## config.mk

```make
export PLATFORM = sky130hd
export DESIGN_NAME = systolic_mac_pe
export DESIGN_NICKNAME = d
export VERILOG_FILES = /design/src/rtl/systolic_mac_pe.sv
export SDC_FILE = /design/constraint.sdc
export NUM_CORES = 1
export LEC_CHECK = 0
export BUFFER_PORTS_ARGS = -buffer_cell sky130_fd_sc_hd__buf_2
export CAP_MARGIN = 0
export CORE_ASPECT_RATIO = 1.2
export CORE_MARGIN = 2
export CORE_UTILIZATION = 57
export DETAILED_ROUTE_END_ITERATION = 16
export PLACE_DENSITY = 0.91
export SYNTH_ARGS = -nofsm -noshare
export SYNTH_HDL_FRONTEND = slang
export SYNTH_SLANG_ARGS = --single-unit
```

## constraint.sdc

```tcl
create_clock -name clk -period 7.1 [get_ports clk]
set_input_delay 2.13 -clock clk [delete_from_list [all_inputs] [get_ports clk]]
set_output_delay 2.13 -clock clk [all_outputs]
set_load 0.01 [all_outputs]
```

## src/rtl/systolic_mac_pe.sv

```systemverilog
// systolic_mac_pe
// Multiply-accumulate processing element for the brightness-filter systolic
// array. Data moves east, weights and partial sums move south. The weight is
// either held in a stationary register (mode 0) or taken from wt_in as it
// streams past (mode 1). An optional register stage after the multiplier
// adds one cycle to the accumulator path. On overflow the result is either
// clamped, setting a sticky flag, or allowed to wrap.

module systolic_mac_pe #(
  parameter int DATA_W    = 8,
  parameter int WT_W      = 8,
  parameter int ACC_W     = 32,
  parameter int MULT_PIPE = 0,
  parameter int SIGNED    = 0,
  parameter int SAT_EN    = 1
) (
  input  logic              clk,
  input  logic              reset,
  input  logic              en,
  input  logic              mode,
  input  logic              wt_load,
  input  logic              clear_sat,
  input  logic [DATA_W-1:0] data_in,
  input  logic              data_valid_in,
  input  logic [WT_W-1:0]   wt_in,
  input  logic [ACC_W-1:0]  acc_in,
  output logic [DATA_W-1:0] data_out,
  output logic              data_valid_out,
  output logic [WT_W-1:0]   wt_out,
  output logic [ACC_W-1:0]  acc_out,
  output logic              acc_valid_out,
  output logic              sat_flag
);

  localparam int  PROD_W   = DATA_W + WT_W;
  localparam bit  SIGNED_B = (SIGNED != 0);
  localparam bit  SAT_B    = (SAT_EN != 0);

  // Reject configurations the datapath cannot represent.
  if (ACC_W < PROD_W + 1) begin : g_bad_acc_w
    $error("systolic_mac_pe: ACC_W must be at least DATA_W+WT_W+1");
  end
  if ((MULT_PIPE != 0) && (MULT_PIPE != 1)) begin : g_bad_mult_pipe
    $error("systolic_mac_pe: MULT_PIPE must be 0 or 1");
  end

  logic [WT_W-1:0]   wt_reg_r;
  logic [WT_W-1:0]   weight_sel_s;
  logic [PROD_W-1:0] prod_s;
  logic [ACC_W-1:0]  prod_full_s;
  logic [ACC_W-1:0]  prod_gated_s;
  logic [ACC_W-1:0]  add_acc_s;
  logic [ACC_W-1:0]  add_prod_s;
  logic              add_valid_s;
  logic [ACC_W:0]    sum_s;
  logic              ovf_s;
  logic              sat_hit_s;
  logic [ACC_W-1:0]  result_s;

  // Choose the stationary weight or the streaming weight for this cycle.
  always_comb begin
    weight_sel_s = {WT_W{1'b0}};
    if (mode) begin
      weight_sel_s = wt_in;
    end else begin
      weight_sel_s = wt_reg_r;
    end
  end

  // Full-width product, extended to the accumulator width in the arithmetic's sense.
  if (SIGNED_B) begin : g_mul_signed
    logic signed [PROD_W-1:0] op_a_s;
    logic signed [PROD_W-1:0] op_b_s;
    assign op_a_s      = $signed({{WT_W{data_in[DATA_W-1]}}, data_in});
    assign op_b_s      = $signed({{DATA_W{weight_sel_s[WT_W-1]}}, weight_sel_s});
    assign prod_s      = op_a_s * op_b_s;
    assign prod_full_s = {{(ACC_W-PROD_W){prod_s[PROD_W-1]}}, prod_s};
  end else begin : g_mul_unsigned
    logic [PROD_W-1:0] op_a_s;
    logic [PROD_W-1:0] op_b_s;
    assign op_a_s      = {{WT_W{1'b0}}, data_in};
    assign op_b_s      = {{DATA_W{1'b0}}, weight_sel_s};
    assign prod_s      = op_a_s * op_b_s;
    assign prod_full_s = {{(ACC_W-PROD_W){1'b0}}, prod_s};
  end

  // An invalid operand contributes nothing, so acc_in passes straight through.
  always_comb begin
    prod_gated_s = {ACC_W{1'b0}};
    if (data_valid_in) begin
      prod_gated_s = prod_full_s;
    end else begin
      prod_gated_s = {ACC_W{1'b0}};
    end
  end

  if (MULT_PIPE == 1) begin : g_pipe
    logic [ACC_W-1:0] prod_r;
    logic [ACC_W-1:0] acc_dly_r;
    logic             prod_valid_r;

    // Product stage: acc_in rides along so the adder sees matching operands.
    always_ff @(posedge clk or negedge reset) begin
      if (!reset) begin
        prod_r       <= {ACC_W{1'b0}};
        acc_dly_r    <= {ACC_W{1'b0}};
        prod_valid_r <= 1'b0;
      end else if (en) begin
        prod_r       <= prod_gated_s;
        acc_dly_r    <= acc_in;
        prod_valid_r <= data_valid_in;
      end
    end

    assign add_prod_s  = prod_r;
    assign add_acc_s   = acc_dly_r;
    assign add_valid_s = prod_valid_r;
  end else begin : g_no_pipe
    assign add_prod_s  = prod_gated_s;
    assign add_acc_s   = acc_in;
    assign add_valid_s = data_valid_in;
  end

  // Add with one guard bit and detect overflow for the selected arithmetic.
  always_comb begin
    sum_s = {1'b0, add_acc_s} + {1'b0, add_prod_s};
    ovf_s = 1'b0;
    if (SIGNED_B) begin
      ovf_s = (add_acc_s[ACC_W-1] == add_prod_s[ACC_W-1]) &&
              (sum_s[ACC_W-1] != add_acc_s[ACC_W-1]);
    end else begin
      ovf_s = sum_s[ACC_W];
    end
  end

  // Clamp toward the operands' sign on overflow when saturation is enabled.
  always_comb begin
    sat_hit_s = ovf_s && SAT_B;
    result_s  = sum_s[ACC_W-1:0];
    if (sat_hit_s) begin
      if (!SIGNED_B) begin
        result_s = {ACC_W{1'b1}};
      end else if (add_acc_s[ACC_W-1]) begin
        result_s = {1'b1, {(ACC_W-1){1'b0}}};
      end else begin
        result_s = {1'b0, {(ACC_W-1){1'b1}}};
      end
    end else begin
      result_s = sum_s[ACC_W-1:0];
    end
  end

  // Output registers, stationary weight and sticky saturation flag.
  always_ff @(posedge clk or negedge reset) begin
    if (!reset) begin
      data_out       <= {DATA_W{1'b0}};
      data_valid_out <= 1'b0;
      wt_out         <= {WT_W{1'b0}};
      acc_out        <= {ACC_W{1'b0}};
      acc_valid_out  <= 1'b0;
      sat_flag       <= 1'b0;
      wt_reg_r       <= {WT_W{1'b0}};
    end else if (en) begin
      data_out       <= data_in;
      data_valid_out <= data_valid_in;
      wt_out         <= wt_in;
      acc_out        <= result_s;
      acc_valid_out  <= add_valid_s;
      if (!mode && wt_load) begin
        wt_reg_r <= wt_in;
      end
      // A fresh overflow outranks a clear in the same cycle.
      if (sat_hit_s) begin
        sat_flag <= 1'b1;
      end else if (clear_sat) begin
        sat_flag <= 1'b0;
      end
    end
  end

endmodule

```

==> results of run 1 <==
cell type report:
class	count	area share, %
antenna	1	0.0316
inverter	61	2.89
clock inverter	7	1.58
clock buffer	9	2.84
tap	123	1.94
multi-input combinational	449	54.5
sequential	58	18.3
timing repair buffer	213	17.9
worst paths after layout:
kind | end | slack [ps] | depth (start not counted)
max in group asynchronous | acc_out[18] | 4630 | 2
max reg2reg | acc_out[31] | 990 | 25
min | acc_out[27] | 500 | 1
min in group asynchronous | acc_out[5] | 1950 | 2
min reg2reg | acc_out[27] | 500 | 1
max | acc_out[31] | -580 | 26
through the flow:
stage	setup WS (ps)	utilization, %	hold WS, ps
final	-576	83.3	497
after global placement	-871	74.1	476
after detailed placement	-1080	74.1	485
after global routing	-783	83.3	513
after floorplan	-536	-	479
after CTS	-623	80.2	498
registers in the layout, summed over array words and instances, names as in the netlist:
signal and flops:
sat_flag 1, acc_valid_out 1, wt_out 8, wt_reg_r 8
data_out 8, acc_out 32
metal layers:
metal | share of wire (%) | wire [um]
met1 | 35 | 6270
met3 | 6.1 | 1110
met4 | 5.3 | 958
met2 | 54 | 9740
met5 | 0.039 | 7
critical path: cells and delay by family:
kind            cells  cell delay, ps
buf+inv             7             820
simple gates        5             820
mux                 1             330
compound gates      7            1290
fa+ha+maj           6            2460
power by group through the flow:
stage	Sequential, mW	Clock [mW]	Combinational (mW)
after floorplan	0.477	0	1.43
after global placement	0.446	0	2.20
after detailed placement	0.452	0	2.30
after CTS	0.448	0.521	2.42
after global routing	0.458	0.541	2.91
final	0.454	0.522	2.68
layout by cell type, fill, tap and decap left out, types with 8 or more instances in the layout:
cell,netlist,routed
buf_2,1,104
buf_4,1,98
dfrtp_1,58,58
inv_1,61,57
nor2b_1,49,45
ha_1,52,44
fa_1,37,35
nor2_1,31,30
nand2_1,33,28
mux2_2,30,27
a21oi_1,29,25
xnor2_1,19,19
o22a_1,16,16
and2_1,19,15
xor2_1,14,14
o21ai_0,18,11
clkbuf_16,0,10
a21o_1,9,9
ha_4,0,8
buf_6,1,8
what timing repair did:
item                       in CTS  in global routing
pin swaps                      25                 39
setup endpoints to repair      33                 33
cloned                          0                  1
resized for setup              25                 40
buffers inserted               17                  7
logic make-up after synthesis:
kind of cell / after synthesis / synth area share, %
AND/OR/NAND/NOR: 174 / 17.1
multiplexers: 38 / 7.49
adder cells (fa/ha/maj): 89 / 24.9
flip-flops: 58 / 25.9
XOR/XNOR: 33 / 5.17
buffers and inverters: 74 / 5.39
AO/OA/AOI/OAI: 115 / 14.0
==> flow_metrics.py, run 1 <==
metrics = {
    "die": {
        "fp.dieH_um": 113,
        "die_area_um2": 10600,
        "initial_utilization_pct": 58.8,
        "ios": 106,
        "core-area_um2": 9520,
        "die_w_um": 94.4,
        "num_rows": 39,
    },
    "global_routing": {
        "met2_usage_pct": 61.9,
        "globalRouteMet3Util_pct": 6.58,
        "overflow": 0,
        "grt_max_degree": 68,
        "first_global_vias": 5679,
        "grt_pass1_wl_um": 27000,
        "antenna_found_initial": 2,
        "use_met1_pct": 33.7,
        "grt_busiest_layer": "met2",
        "track_usage_pct": 33.0,
    },
    "detailed_routing": {
        "wl_per_cell_um": 19.6,
        "ant_nets": 0,
        "viasPerCell": 5.93,
        "initialDrtViolationCount": 286,
        "drt_wl_total_um": 18100,
        "drc": 0,
        "vias": 5460,
        "dr.pass1.iters": 5,
    },
    "placement": {
        "gp_congestion": 0.986,
        "portBuffers": 105,
        "placed_cell_area_um2": 7060,
        "dp.cells": 880,
        "dp_hpwl_um": 12600,
    },
    "power_and_ir_drop": {
        "p_int_mw": 2.07,
        "p_per_area_nw_per_um2": 462,
        "p_leak_nw": 3.81,
        "ir_drop_uv": 266,
        "power_frac_comb_pct": 73.3,
        "power_frac_seq_pct": 12.4,
        "pwr-share-clk_pct": 14.3,
        "total_power_mw": 3.66,
        "p_switching_mw": 1.59,
        "switching_share_pct": 43.4,
    },
    "timing": {
        "timing.fmax_mhz": 130,
        "hold_violations": 0,
        "skew_ps": 7.74,
        "fin_crit_sh_pct": 108,
        "setup_tns_ps": -16090,
        "slew_headroom_pct": 41.9,
        "tightest_slew_ps": 871,
        "min_period_ps": 7680,
        "setup_viol": 33,
        "setup_slack_ps": -576,
        "drv_slew": 0,
        "grt_setup_unrepaired": "true",
    },
    "clock_tree": {
        "ctsHoldBuffers": 0,
        "clk_latency_ps": 340,
        "cts_max_level": 3,
        "cts_tree": "yes",
        "cts_buffers": 9,
        "path_clk_slew_ps": 60,
        "cts-root-buf": "clkbuf_16",
        "clock_sinks": 58,
        "clockBufferDepth": 2,
    },
    "layout": {
        "syn2layout_area_growth_pct": 41.6,
        "final_cells": 921,
        "fillers": 492,
        "multi_input_area_um2": 4320,
        "nets": 936,
        "seqCellArea_um2": 1450,
        "layout-drive-gt1-share_pct": 41.5,
        "final_area_um2": 7930,
    },
    "critical_path": {
        "crit_top_cell": "fa_1",
        "crit_slowest_cell": "fa_1",
        "critPathMaxStageDelay_ps": 550,
        "start_kind": "input port",
        "required_ps": 7290,
        "cp.arrival_ps": 7860,
        "cp_max_fo": 8,
        "crit_type": "input port to register",
        "r2r_start": "wt_reg_r[4]",
        "cp-end-kind": "register",
        "startpoint": "mode",
    },
    "logic_synthesis": {
        "synth_area_leader_cell": "dfrtp_1",
        "async_flop_share_pct": 100,
        "netlist_area_um2": 5600,
        "synthTopCellsByCount": "inv_1 (61), dfrtp_1 (58), ha_1 (52)",
        "syn_area_per_cell_um2": 9.63,
        "ys_warn_count": 0,
        "synth_cell_types": 55,
        "synth-edff-count": 0,
        "synth_top_area_share_pct": 25.9,
        "syn-num-nets": 725,
        "synth-seq-cells": 58,
        "yosys-top-cells-area": "dfrtp_1 (26%), fa_1 (13%), ha_1 (12%)",
        "synth.most_common_cell": "inv_1",
        "synth_ff_type": "dfrtp_1",
        "syn_inst": 581,
        "seq_area_frac_synth_pct": 25.9,
    },
    "job": {
        "maxCapViolations": 0,
    },
    "status": {
        "violations": "setup timing",
        "outcome": "finished, violations left",
    },
    "hold_path": {
        "hold_start": "acc_out[27]",
        "min_path_type": "register to register",
    },
}
(Power assumes the default switching activity.)
==> inputs of run 2 (changes only) <==
Settings changed: CORE_UTILIZATION 57 to 30, PLACE_DENSITY 0.91 to 0.57.
==> run 2 against run 1 <==
The flow still finishes with violations (setup timing). Register-to-register slack improved by 120 ps. Die area up 86%. Sequential share of layout area increased by 0.30 points. Via count down 13%. Combinational power fell by 9.7%. Global-route usage down 19 points. Cell area down 1.6%. Sequential power decreased by 2%. Worst setup slack improved by 87 ps. Final cell count up 9.0%. Non-clock buffer count decreased by 18. Worst hold slack got worse by 3.8 ps. Critical path type unchanged. Critical endpoint is now acc_out[29]. Highest routed layer is now met4.
==> flow_metrics.py, run 2 (same netlist as run 1, synthesis figures left out) <==
metrics = {
    "timing": {
        "drv_slew": 0,
        "setup_slack_ps": -489,
        "hold_violations": 0,
        "timing.fmax_mhz": 132,
        "timing.hold.ws_ps": 493,
        "grt_setup_unrepaired": "true",
        "slew_headroom_pct": 48.8,
        "skew_ps": 3.99,
        "tightest_slew_ps": 768,
        "min_period_ps": 7590,
        "setup_viol": 33,
        "fin_crit_sh_pct": 107,
    },
    "layout": {
        "fillers": 1838,
        "diodes": 0,
        "nets": 919,
        "final_cell_mix": "buf_2 (104), buf_4 (87), inv_1 (60), dfrtp_1 (58), nor2b_1 (45)",
        "syn2layout_area_growth_pct": 39.4,
        "largest_reg_flops": 32,
        "largest-register": "acc_out",
        "layout-drive-gt1-share_pct": 38.3,
        "layout_commonest_cell": "buf_2",
        "final_area_um2": 7800,
    },
    "detailed_routing": {
        "dr.pass1.iters": 4,
        "viasPerCell": 4.71,
        "vias": 4725,
        "initialDrtViolationCount": 83,
        "ant_nets": 0,
        "wl_per_cell_um": 13.8,
        "drt_wl_total_um": 13900,
        "drc": 0,
    },
    "critical_path": {
        "cp-end-kind": "register",
        "reg2reg_slack_ps": 1110,
        "required_ps": 7320,
        "start_kind": "input port",
        "cp_max_fo": 8,
        "crit_type": "input port to register",
        "endpoint": "acc_out[29]",
        "r2r_start": "wt_reg_r[2]",
        "startpoint": "mode",
        "rr_endpoint": "acc_out[29]",
        "r2r_cells": 24,
        "cp.arrival_ps": 7810,
    },
    "global_routing": {
        "antenna_found_initial": 0,
        "overflow": 0,
        "grt_pass1_wl_um": 22700,
        "grt_max_degree": 59,
        "first_global_vias": 4721,
        "track_usage_pct": 14.4,
    },
    "job": {
        "maxCapViolations": 0,
    },
    "die": {
        "ios": 106,
        "num_rows": 54,
        "initial_utilization_pct": 30.7,
        "die_area_um2": 19800,
        "fp.dieH_um": 154,
        "core-area_um2": 18200,
        "die_w_um": 129,
    },
    "hold_path": {
        "min_path_type": "register to register",
        "hold_start": "acc_out[23]",
    },
    "placement": {
        "portBuffers": 105,
        "placed_cell_area_um2": 7200,
        "dp_hpwl_um": 11300,
        "gp_congestion": 0.806,
    },
    "clock_tree": {
        "cts-root-buf": "clkbuf_16",
        "clockBufferDepth": 2,
        "cts_buffers": 9,
        "clk_latency_ps": 340,
        "clock_sinks": 58,
        "cts_max_level": 3,
        "cts_tree": "yes",
        "ctsHoldBuffers": 0,
        "path_clk_slew_ps": 50,
    },
    "status": {
        "violations": "setup timing",
        "outcome": "finished, violations left",
    },
    "power_and_ir_drop": {
        "p_leak_nw": 3.68,
        "p_per_area_nw_per_um2": 429,
        "ir_drop_uv": 225,
    },
}
run 2: power breakdown:
group / internal (mW) / leakage (nW) / total [mW] / switching, mW
Clock: 0.326 / 0.163 / 0.487 / 0.161
Sequential: 0.405 / 0.668 / 0.445 / 0.0395
Combinational: 1.25 / 2.84 / 2.42 / 1.16
Total: 1.99 / 3.68 / 3.35 / 1.36
run 2: metal layers:
metal / GRT usage (%) / vias to the layer above / share of wire [%]
li1: - / 2393 / -
met3: 2.57 / 18 / 3.9
met4: 5.54 / 0 / 1.8
met1: 17.9 / 2224 / 45
met5: 0 / - / 0
met2: 24.7 / 90 / 49
run 2: final cells by class:
type,instances,area [um^2],area share [%]
Timing Repair Buffer,195,1240,15.9
Inverter,61,229,2.94
Sequential cell,58,1450,18.6
Multi-Input combinational cell,450,4260,54.7
Tap cell,224,280,3.59
Clock inverter,4,73.8,0.947
Clock buffer,12,256,3.29
run 2: how the worst min path moves through the flow:
stage | to | slack, ps | depth (start not counted)
2_1_floorplan | wt_reg_r[0] | 480 | 1
3_3_place_gp | sat_flag | 480 | 1
3_5_place_dp | sat_flag | 480 | 1
4_1_cts | sat_flag | 500 | 1
5_1_grt | acc_out[23] | 500 | 1
6_report | acc_out[23] | 490 | 1
run 2: critical path: stages:
cell and delay [ps]:
buf_16 120, mux2i_4 380, nand2b_4 200, fa_1 400
fa_1 490, inv_1 50, fa_1 470, inv_1 50
fa_1 480, inv_2 40, ha_4 220, nand2_2 60
o21ai_2 60, o41a_1 420, a311oi_2 240, xnor2_1 100
and2_4 170, ha_4 280, nand4_1 110, nor3_2 270
o21ai_2 110, a311oi_4 410, buf_4 190, a31oi_4 60
mux2_4 260
run 2: through the flow:
stage	util, %	setup WS [ps]	setup TNS [ps]	power (mW)	std cells
2_1_floorplan	-	-536	-14510	1.90	581
3_3_place_gp	39.5	-877	-26640	2.72	983
3_5_place_dp	39.5	-968	-29290	2.74	983
4_1_cts	42.0	-446	-12250	3.32	1003
5_1_grt	42.8	-755	-21290	3.66	1004
6_report	42.8	-489	-11830	3.35	1004
run 2: what timing repair did:
action / CTS / global route
endpoints found under the setup margin: 33 / 33
pin swaps: 19 / 19
setup buffers: 4 / 1
gates cloned: 0 / 1
resized for setup: 21 / 16
==> inputs of run 3 (changes only) <==
Settings changed: PLACE_DENSITY 0.57 to default, PLACE_DENSITY_LB_ADDON from default to 0.05.
==> run 3 against run 2 <==
The run still ends with setup timing left. Clock skew is 5.9 ps higher. Final cell count rose by 2.0%. Via count is 2.2% higher. Cell area grew 1.8%. Clock power rose by 7.8%. Register-to-register slack better by 40 ps. Critical endpoint is now acc_out[30]. Largest cell class unchanged.
==> flow_metrics.py, run 3 (same netlist as run 1, synthesis figures left out) <==
metrics = {
    "global_routing": {
        "grt_pass1_wl_um": 25500,
        "overflow": 0,
        "antenna_found_initial": 0,
        "track_usage_pct": 16.2,
        "grt_max_degree": 59,
        "first_global_vias": 5168,
    },
    "layout": {
        "largest_reg_flops": 32,
        "final_cell_mix": "buf_2 (104), buf_4 (99), inv_1 (58), dfrtp_1 (58), nor2b_1 (46)",
        "diodes": 0,
        "largest-register": "acc_out",
        "layout-drive-gt1-share_pct": 40.8,
        "final_cells": 1024,
        "layout_commonest_cell": "buf_2",
        "utilization_pct": 43.5,
        "fillers": 1826,
        "nets": 939,
        "final_area_um2": 7940,
        "syn2layout_area_growth_pct": 41.9,
    },
    "critical_path": {
        "cp_top_family": "adder cells",
        "cp-end-kind": "register",
        "crit_slowest_cell": "fa_1",
        "cp_max_fo": 8,
        "critPathMaxStageDelay_ps": 560,
        "crit_top_cell": "fa_1",
        "path_buf_inv": 5,
        "start_kind": "input port",
        "required_ps": 7320,
        "crit_type": "input port to register",
        "cp.arrival_ps": 7760,
    },
    "status": {
        "outcome": "finished, violations left",
        "violations": "setup timing",
    },
    "die": {
        "initial_utilization_pct": 30.7,
        "ios": 106,
        "die_w_um": 129,
        "fp.dieH_um": 154,
        "die_area_um2": 19800,
        "num_rows": 54,
        "core-area_um2": 18200,
    },
    "clock_tree": {
        "cts-root-buf": "clkbuf_16",
        "clk_latency_ps": 340,
        "path_clk_slew_ps": 60,
        "cts_tree": "yes",
        "cts_buffers": 9,
        "ctsHoldBuffers": 0,
        "clockBufferDepth": 2,
        "clock_sinks": 58,
        "cts_max_level": 3,
    },
    "hold_path": {
        "min_path_type": "register to register",
    },
    "timing": {
        "hold_violations": 0,
        "slew_headroom_pct": 47.4,
        "timing.hold.ws_ps": 490,
        "setup_viol": 33,
        "grt_setup_unrepaired": "true",
        "skew_ps": 9.86,
        "timing.fmax_mhz": 133,
        "setup_slack_ps": -443,
        "fin_crit_sh_pct": 106,
        "setup_tns_ps": -11940,
        "drv_slew": 0,
        "tightest_slew_ps": 788,
        "min_period_ps": 7540,
    },
    "detailed_routing": {
        "vias": 4831,
        "ant_nets": 0,
        "wl_per_cell_um": 15.0,
        "drt_wl_total_um": 15400,
        "viasPerCell": 4.72,
        "drc": 0,
        "initialDrtViolationCount": 111,
        "dr.pass1.iters": 4,
    },
    "placement": {
        "placed_cell_area_um2": 7250,
        "dp.cells": 992,
        "dp_hpwl_um": 12700,
        "portBuffers": 105,
        "gp_congestion": 0.817,
    },
    "power_and_ir_drop": {
        "p_leak_nw": 3.78,
        "p_per_area_nw_per_um2": 437,
        "ir_drop_uv": 183,
    },
    "job": {
        "maxCapViolations": 0,
    },
}
run 3: changes by cell type in the layout (fill, tap and decap cells not counted), moves of 4 or more:
cell,previous run,this run
buf_4,87,99
buf_6,2,12
a31oi_1,7,11
a31oi_4,5,1
run 3: power by group:
| part | internal, mW | total (mW) | switching, mW | leakage [nW] |
|---|---|---|---|---|
| combinational | 1.30 | 2.50 | 1.20 | 2.95 |
| sequential | 0.405 | 0.446 | 0.0405 | 0.668 |
| clock | 0.346 | 0.525 | 0.179 | 0.170 |
run 3: routing by layer:
metal | track usage [%] | part of all wire (%) | vias up
li1 | - | - | 2430
met1 | 18.3 | 41 | 2289
met2 | 30.2 | 53 | 94
met3 | 2.68 | 3.7 | 18
met4 | 5.49 | 2.1 | 0
met5 | 0 | 0 | -
run 3: final timing paths:
path / cells past startpoint / slack [ps] / from / endpoint
setup / recovery: 25 / -440 / mode / acc_out[30]
hold / removal: 1 / 490 / acc_out[16] / acc_out[16]
setup reg to reg: 24 / 1150 / wt_reg_r[3] / acc_out[30]
hold reg to reg: 1 / 490 / acc_out[16] / acc_out[16]
max in group asynchronous: 2 / 4610 / reset / data_out[4]
min in group asynchronous: 2 / 1930 / reset / acc_out[20]
run 3: stage by stage:
step	total power [mW]	setup WS (ps)
2_1_floorplan	1.90	-536
3_3_place_gp	2.82	-984
3_5_place_dp	2.83	-1040
4_1_cts	3.46	-522
5_1_grt	3.81	-682
6_report	3.47	-443
run 3: layout make-up:
type                       instances  area, um^2  area share (%)
clock buffer                       9         225            2.84
clock inverter                     7         125            1.58
inverter                          61         229            2.88
multi-input combinational        449        4210            53.0
sequential                        58        1450            18.3
tap                              224         280            3.53
timing repair buffer             216        1420            17.9
run 3: timing repair:
action | in CTS | in global routing
setup buffers | 12 | 5
gates resized for setup | 31 | 24
pin swaps | 25 | 30
endpoints found under the setup margin | 33 | 33
hold endpoints to repair | 0 | 0
